--- config.mk ---
export PLATFORM = sky130hd
export DESIGN_NAME = cx_mac_requant_flat
export DESIGN_NICKNAME = d
export VERILOG_FILES = /design/src/rtl/cx_mac_requant_if.sv /design/src/rtl/cx_mac_requant.sv /design/src/flat_wrapper.sv
export SDC_FILE = /design/constraint.sdc
export NUM_CORES = 1
export LEC_CHECK = 0
export ABC_CLOCK_PERIOD_IN_PS = 800
export CORE_ASPECT_RATIO = 1.25
export CORE_UTILIZATION = 27
export CTS_BUF_LIST = sky130_fd_sc_hd__clkbuf_8
export CTS_CLUSTER_SIZE = 30
export DETAILED_ROUTE_END_ITERATION = 8
export GPL_TIMING_DRIVEN = 0
export PLACE_DENSITY = 0.77
export SYNTH_ARGS = -nofsm -noshare
export SYNTH_HDL_FRONTEND = slang
export SYNTH_SLANG_ARGS = --single-unit
--- constraint.sdc ---
create_clock -name clk -period 0.8 [get_ports clk]
set_input_delay 0.16 -clock clk [delete_from_list [all_inputs] [get_ports clk]]
set_output_delay 0.16 -clock clk [all_outputs]
set_load 0.005 [all_outputs]
--- src/rtl/cx_mac_requant_if.sv ---
// Complex valid/ready stream bundle; the slave side carries no tuser.
interface cx_mac_requant_if #(
  parameter int W = 16
);
  logic [W-1:0] tdata_re;
  logic [W-1:0] tdata_im;
  logic         tlast;
  logic [1:0]   tuser;
  logic         tvalid;
  logic         tready;

  modport master (output tdata_re, tdata_im, tlast, tuser, tvalid, input tready);
  modport slave  (input tdata_re, tdata_im, tlast, tvalid, output tready);
endinterface

--- src/rtl/cx_mac_requant.sv ---
// Requantizes complex Q3.37 accumulators to Q1.15 samples: round-half-to-even,
// then saturate, with per-component flags and a saturating overflow counter.
module cx_mac_requant #(
  parameter int IN_W     = 40,
  parameter int IN_FRAC  = 37,
  parameter int OUT_W    = 16,
  parameter int OUT_FRAC = 15,
  parameter int CNT_W    = 16
) (
  input  logic              clk,
  input  logic              rst_n,
  cx_mac_requant_if.slave   s_axis,
  cx_mac_requant_if.master  m_axis,
  input  logic              ovf_clr,
  output logic [CNT_W-1:0]  ovf_count
);

  localparam int D  = IN_FRAC - OUT_FRAC;
  localparam int RW = IN_W - D + 1;
  localparam logic [D-1:0]          HALF   = {1'b1, {(D-1){1'b0}}};
  localparam logic signed [RW-1:0]  SAT_HI = RW'((2 ** (OUT_W - 1)) - 1);
  localparam logic signed [RW-1:0]  SAT_LO = ~SAT_HI;

  // One extra bit of headroom so rounding the largest input up cannot wrap.
  function automatic logic signed [RW-1:0] roundHalfEven(input logic [IN_W-1:0] x);
    logic [IN_W-D-1:0] q;
    logic [D-1:0]      r;
    logic              up;
    q  = x[IN_W-1:D];
    r  = x[D-1:0];
    up = (r > HALF) || ((r == HALF) && q[0]);
    return $signed({q[IN_W-D-1], q}) + $signed({{(RW-1){1'b0}}, up});
  endfunction

  function automatic logic [OUT_W:0] saturate(input logic signed [RW-1:0] v);
    if (v > SAT_HI)
      return {1'b1, 1'b0, {(OUT_W-1){1'b1}}};
    else if (v < SAT_LO)
      return {1'b1, 1'b1, {(OUT_W-1){1'b0}}};
    else
      return {1'b0, v[OUT_W-1:0]};
  endfunction

  logic                 en;
  logic                 s1Valid_q;
  logic signed [RW-1:0] s1Re_q;
  logic signed [RW-1:0] s1Im_q;
  logic                 s1Last_q;

  logic                 mValid_q;
  logic [OUT_W-1:0]     mRe_q;
  logic [OUT_W-1:0]     mIm_q;
  logic                 mLast_q;
  logic [1:0]           mUser_q;
  logic [OUT_W:0]       satRe_d;
  logic [OUT_W:0]       satIm_d;

  logic [CNT_W-1:0]     ovfCount_q;
  logic [CNT_W-1:0]     ovfCount_d;

  assign en            = !mValid_q || m_axis.tready;
  assign s_axis.tready = en;

  always_ff @(posedge clk or negedge rst_n) begin
    if (!rst_n) begin
      s1Valid_q <= 1'b0;
      s1Re_q    <= '0;
      s1Im_q    <= '0;
      s1Last_q  <= 1'b0;
    end else if (en) begin
      s1Valid_q <= s_axis.tvalid;
      s1Re_q    <= roundHalfEven(s_axis.tdata_re);
      s1Im_q    <= roundHalfEven(s_axis.tdata_im);
      s1Last_q  <= s_axis.tlast;
    end
  end

  always_comb begin
    satRe_d = saturate(s1Re_q);
    satIm_d = saturate(s1Im_q);
  end

  always_ff @(posedge clk or negedge rst_n) begin
    if (!rst_n) begin
      mValid_q <= 1'b0;
      mRe_q    <= '0;
      mIm_q    <= '0;
      mLast_q  <= 1'b0;
      mUser_q  <= 2'b00;
    end else if (en) begin
      mValid_q <= s1Valid_q;
      mRe_q    <= satRe_d[OUT_W-1:0];
      mIm_q    <= satIm_d[OUT_W-1:0];
      mLast_q  <= s1Last_q;
      mUser_q  <= {satIm_d[OUT_W], satRe_d[OUT_W]};
    end
  end

  // Clear wins over a same-cycle increment; the count sticks at all-ones.
  always_comb begin
    ovfCount_d = ovfCount_q;
    if (ovf_clr)
      ovfCount_d = '0;
    else if (mValid_q && m_axis.tready && (mUser_q != 2'b00) && (ovfCount_q != '1))
      ovfCount_d = ovfCount_q + CNT_W'(1);
  end

  always_ff @(posedge clk or negedge rst_n) begin
    if (!rst_n)
      ovfCount_q <= '0;
    else
      ovfCount_q <= ovfCount_d;
  end

  assign m_axis.tvalid   = mValid_q;
  assign m_axis.tdata_re = mRe_q;
  assign m_axis.tdata_im = mIm_q;
  assign m_axis.tlast    = mLast_q;
  assign m_axis.tuser    = mUser_q;
  assign ovf_count       = ovfCount_q;

endmodule
--- src/flat_wrapper.sv ---
// flat-port wrapper written by rule: the top's interface ports become plain ports
module cx_mac_requant_flat 
#(
  parameter int IN_W     = 40,
  parameter int IN_FRAC  = 37,
  parameter int OUT_W    = 16,
  parameter int OUT_FRAC = 15,
  parameter int CNT_W    = 16
)
  (clk, rst_n, ovf_clr, ovf_count, s_axis_tdata_re, s_axis_tdata_im, s_axis_tlast, s_axis_tvalid, s_axis_tready, m_axis_tdata_re, m_axis_tdata_im, m_axis_tlast, m_axis_tuser, m_axis_tvalid, m_axis_tready);
  cx_mac_requant_if s_axis_i ();
  cx_mac_requant_if m_axis_i ();
  input  logic clk;
  input  logic rst_n;
  input  logic ovf_clr;
  output logic [CNT_W-1:0] ovf_count;
  input wire logic [$bits(s_axis_i.tdata_re)-1:0] s_axis_tdata_re;
  input wire logic [$bits(s_axis_i.tdata_im)-1:0] s_axis_tdata_im;
  input wire logic [$bits(s_axis_i.tlast)-1:0] s_axis_tlast;
  input wire logic [$bits(s_axis_i.tvalid)-1:0] s_axis_tvalid;
  output wire logic [$bits(s_axis_i.tready)-1:0] s_axis_tready;
  output wire logic [$bits(m_axis_i.tdata_re)-1:0] m_axis_tdata_re;
  output wire logic [$bits(m_axis_i.tdata_im)-1:0] m_axis_tdata_im;
  output wire logic [$bits(m_axis_i.tlast)-1:0] m_axis_tlast;
  output wire logic [$bits(m_axis_i.tuser)-1:0] m_axis_tuser;
  output wire logic [$bits(m_axis_i.tvalid)-1:0] m_axis_tvalid;
  input wire logic [$bits(m_axis_i.tready)-1:0] m_axis_tready;
  assign s_axis_i.tdata_re = s_axis_tdata_re;
  assign s_axis_i.tdata_im = s_axis_tdata_im;
  assign s_axis_i.tlast = s_axis_tlast;
  assign s_axis_i.tvalid = s_axis_tvalid;
  assign s_axis_tready = s_axis_i.tready;
  assign m_axis_tdata_re = m_axis_i.tdata_re;
  assign m_axis_tdata_im = m_axis_i.tdata_im;
  assign m_axis_tlast = m_axis_i.tlast;
  assign m_axis_tuser = m_axis_i.tuser;
  assign m_axis_tvalid = m_axis_i.tvalid;
  assign m_axis_i.tready = m_axis_tready;
  cx_mac_requant #(.IN_W(IN_W), .IN_FRAC(IN_FRAC), .OUT_W(OUT_W), .OUT_FRAC(OUT_FRAC), .CNT_W(CNT_W)) u_core (.clk(clk), .rst_n(rst_n), .s_axis(s_axis_i), .m_axis(m_axis_i), .ovf_clr(ovf_clr), .ovf_count(ovf_count));
endmodule
==> flow_metrics.env <==
export IMPL_max_freq_ghz=0.917
export IMPL_leakage_nw=0.816
export IMPL_fin_crit_ns=1.09
export IMPL_cp_common_cell="buf_6"
export IMPL_routedWlPerCell_um=7.84
export IMPL_grtUsageTotal_pct=8.12
export IMPL_synth_fa_ha_area_share_pct=0
export IMPL_diodes=0
export IMPL_required_ns=0.93
export IMPL_final_nets=181
export IMPL_cts_htree_levels=1
export IMPL_p_sw_share_pct=21.0
export IMPL_dieArea_mm2=0.00369
export IMPL_rows=23
export IMPL_dieHeight_um=67.7
export IMPL_cts_root_buf="clkbuf_8"
export IMPL_synth_top_flop_cell="dfrtp_1"
export IMPL_use_met3_pct=1.35
export IMPL_grt_pass1_vias=503
export IMPL_drv_cap=0
export IMPL_drc=0
export IMPL_setup_viol=24
export IMPL_p_int_mw=1.59
export IMPL_clock_power_share_pct=30.6
export IMPL_n_fill_cell=337
export IMPL_crit_type="register to register"
export IMPL_dp_cells=171
export IMPL_clock_skew_ns=0.0000448
export IMPL_synth_simple_area_share_pct=13.0
export IMPL_cp_end_kind="register"
export IMPL_finalCritPeriodShare_pct=136
export IMPL_grt_pass1_wl_um=2150
export IMPL_crit_arrival_ns=1.22
export IMPL_synth_xor_xnor_area_share_pct=0
export IMPL_post_route_util_pct=41.1
export IMPL_switchingPower_mw=0.422
export IMPL_synthToLayoutAreaGrowth_pct=43.4
export IMPL_r2r_end="u_core.s1Valid_q"
export IMPL_grt_antenna_before_repair=0
export IMPL_postLayoutSetupSlackWorst_ns=-0.290
export IMPL_path_clk_slew_ns=0.07
export IMPL_min_path_type="primary input to asynchronous set/reset pin"
export IMPL_status="finished with violations"
export IMPL_cts_num_sinks=20
export IMPL_yosysWarnings=0
export IMPL_timing_rr_start="u_core.m_axis.tvalid"
export IMPL_critPathMaxStageDelay_ns=0.39
export IMPL_top_usage_layer="met2"
export IMPL_grt_start_max_net_pins=21
export IMPL_synth_edf_count=0
export IMPL_use_met2_pct=14.2
export IMPL_violations="negative setup slack"
export IMPL_drive_gt1_share_pct=45.4
export IMPL_synth_avg_cell_area_um2=12.1
export IMPL_final_instance_count_excl_fill=178
export IMPL_critPathMaxFanout=4
export IMPL_die_w_um=54.5
export IMPL_synth_largest_area_cell="dfrtp_1"
export IMPL_powerDensity_mw_per_mm2=1500
export IMPL_drtIter0Drc=9
export IMPL_synth_cell_type_count=8
export IMPL_syn_cell_area_um2=931
export IMPL_ant_nets=0
export IMPL_yosysSeqAreaShare_pct=53.8
export IMPL_synth_top_cells_by_area="dfrtp_1, buf_4, nor2b_1, mux2_4, nand2b_4"
export IMPL_synth_compound_area_share_pct=0
export IMPL_ys_ff_latch=20
export IMPL_initial_core_util_pct=28.6
export IMPL_clk_insertion_delay_late_ns=0.24
export IMPL_final_setup_tns_ns=-3.40
export IMPL_vias=571
export IMPL_peakVddDrop_uv=713
export IMPL_seq_power_share_pct=52.7
export IMPL_cts_max_path_buffers=2
export IMPL_slowest_stage="dfrtp_1"
export IMPL_tightest_slew_ns=0.847
export IMPL_port_buffers=24
export IMPL_overflow=0
export IMPL_synth_top_family_by_area="buffers and inverters"
export IMPL_r2r_setup_slack_ns=-0.29
export IMPL_slew_headroom_pct=43.5
export IMPL_routed_wl_um=1400
export IMPL_startpoint_type="register"
export IMPL_synth_top_area_share_pct=53.8
export IMPL_cts_tree="built"
export IMPL_synthTopCellsByCount="buf_4, dfrtp_1, nor2b_1"
export IMPL_cts_made_buffers=3
export IMPL_comb_power_share_pct=16.7
export IMPL_hold_violations=0
export IMPL_yosysMostFrequentCell="buf_4"
export IMPL_viasPerCell=3.21
export IMPL_synthArstFlopShare_pct=100
export IMPL_report_final_slew_viol_count=0
export IMPL_r2r_cells=4
export IMPL_use_met1_pct=8.90
export IMPL_io_pins=91
export IMPL_crit_path_cell_trace="buf_6 -> nand2b_4 -> buf_6 -> mux2_4"
export IMPL_firstDrtPassIters=3
export IMPL_core_area_mm2=0.00325
export IMPL_gp_congestion=0.540
export IMPL_muxShareOfSynthArea_pct=4.84
export IMPL_postSynthCellCount=77
export IMPL_rsz0062_at_grt="true"
==> placed cells by master (no fill, tap or decap), drive strengths merged <==
| cell | Yosys | routed |
|---|---|---|
| nor2b | 16 | 16 |
| buf | 35 | 57 |
| clkdlybuf4s50 | 0 | 3 |
| dlygate4sd2 | 0 | 3 |
| mux2 | 3 | 3 |
| nand2b | 1 | 1 |
| or2b | 1 | 1 |
| conb | 1 | 34 |
| dfrtp | 20 | 20 |
| clkbuf | 0 | 3 |
==> sequential cells by signal (all words and copies together), names as in the netlist <==
signal and flops:
u_core.m_axis.tlast 1, u_core.s1Last_q 1, u_core.ovf_count 16, u_core.m_axis.tvalid 1, u_core.s1Valid_q 1
==> routing by layer <==
layer | share of wire [%] | up-vias | routed length [um]
li1 | - | 294 | -
met1 | 41 | 241 | 574
met2 | 49 | 34 | 690
met3 | 7.8 | 2 | 109
met4 | 1.4 | 0 | 20
met5 | 0 | - | 0
==> worst max-delay path, delay by kind of cell (launching register included) <==
family / cells / cell delay [ns]
flops: 1 / 0.39
mux: 1 / 0.29
buf+inv: 2 / 0.23
simple gates: 1 / 0.07
==> worst max-delay path by stage <==
stage / cells after the start / to / start
floorplan: 2 / u_core.m_axis.tlast / u_core.m_axis.tvalid
global placement: 3 / s_axis_tready / m_axis_tready
detailed placement: 3 / s_axis_tready / m_axis_tready
CTS: 4 / u_core.s1Valid_q / u_core.m_axis.tvalid
global route: 4 / u_core.s1Valid_q / u_core.m_axis.tvalid
finish: 4 / u_core.s1Valid_q / u_core.m_axis.tvalid
==> cell type report <==
| class | count | area [um2] | share of cell area [%] |
|---|---|---|---|
| tap | 37 | 46.3 | 3.47 |
| buffer | 35 | 263 | 19.7 |
| timing repair buffer | 28 | 190 | 14.2 |
| sequential | 20 | 500 | 37.5 |
| clock buffer | 3 | 41.3 | 3.09 |
| multi-input combinational | 55 | 294 | 22.0 |
==> stage by stage <==
stage | cell area, um2 | hold slack [ns] | power, mW | setup WS (ns)
floorplan | 1050 | -0.136 | 1.30 | -0.124
CTS | 1330 | 0.166 | 2.04 | -0.288
detailed placement | 1340 | 0.452 | 1.40 | -0.625
global route | 1340 | 0.189 | 2.11 | -0.323
finish | 1340 | 0.131 | 2.01 | -0.290
global placement | 1340 | 0.452 | 1.40 | -0.628
==> cell families (layout without fill, tap and decap cells) <==
logic type | count (synthesis) | count (layout)
other | 1 | 34
flip-flops | 20 | 20
multiplexers | 3 | 3
AND/OR/NAND/NOR | 18 | 18
buffers and inverters | 35 | 66
==> power groups by stage <==
| stage | sequential, mW | clock, mW | combinational [mW] |
|---|---|---|---|
| 6_report | 1.06 | 0.614 | 0.336 |
| 3_5_place_dp | 1.08 | 0 | 0.321 |
| 4_1_cts | 1.06 | 0.647 | 0.334 |
| 2_1_floorplan | 1.08 | 0 | 0.220 |
| 5_1_grt | 1.06 | 0.674 | 0.377 |
| 3_3_place_gp | 1.08 | 0 | 0.316 |
==> repair_timing <==
| action | in CTS | in global routing |
|---|---|---|
| hold buffers | 0 | 0 |
| endpoints found under the setup margin | 53 | 23 |
| gates cloned | 0 | 0 |
| buffers inserted | 3 | 1 |
| gates resized for setup | 78 | 0 |
Note: power is estimated with default switching activity, not from simulation.
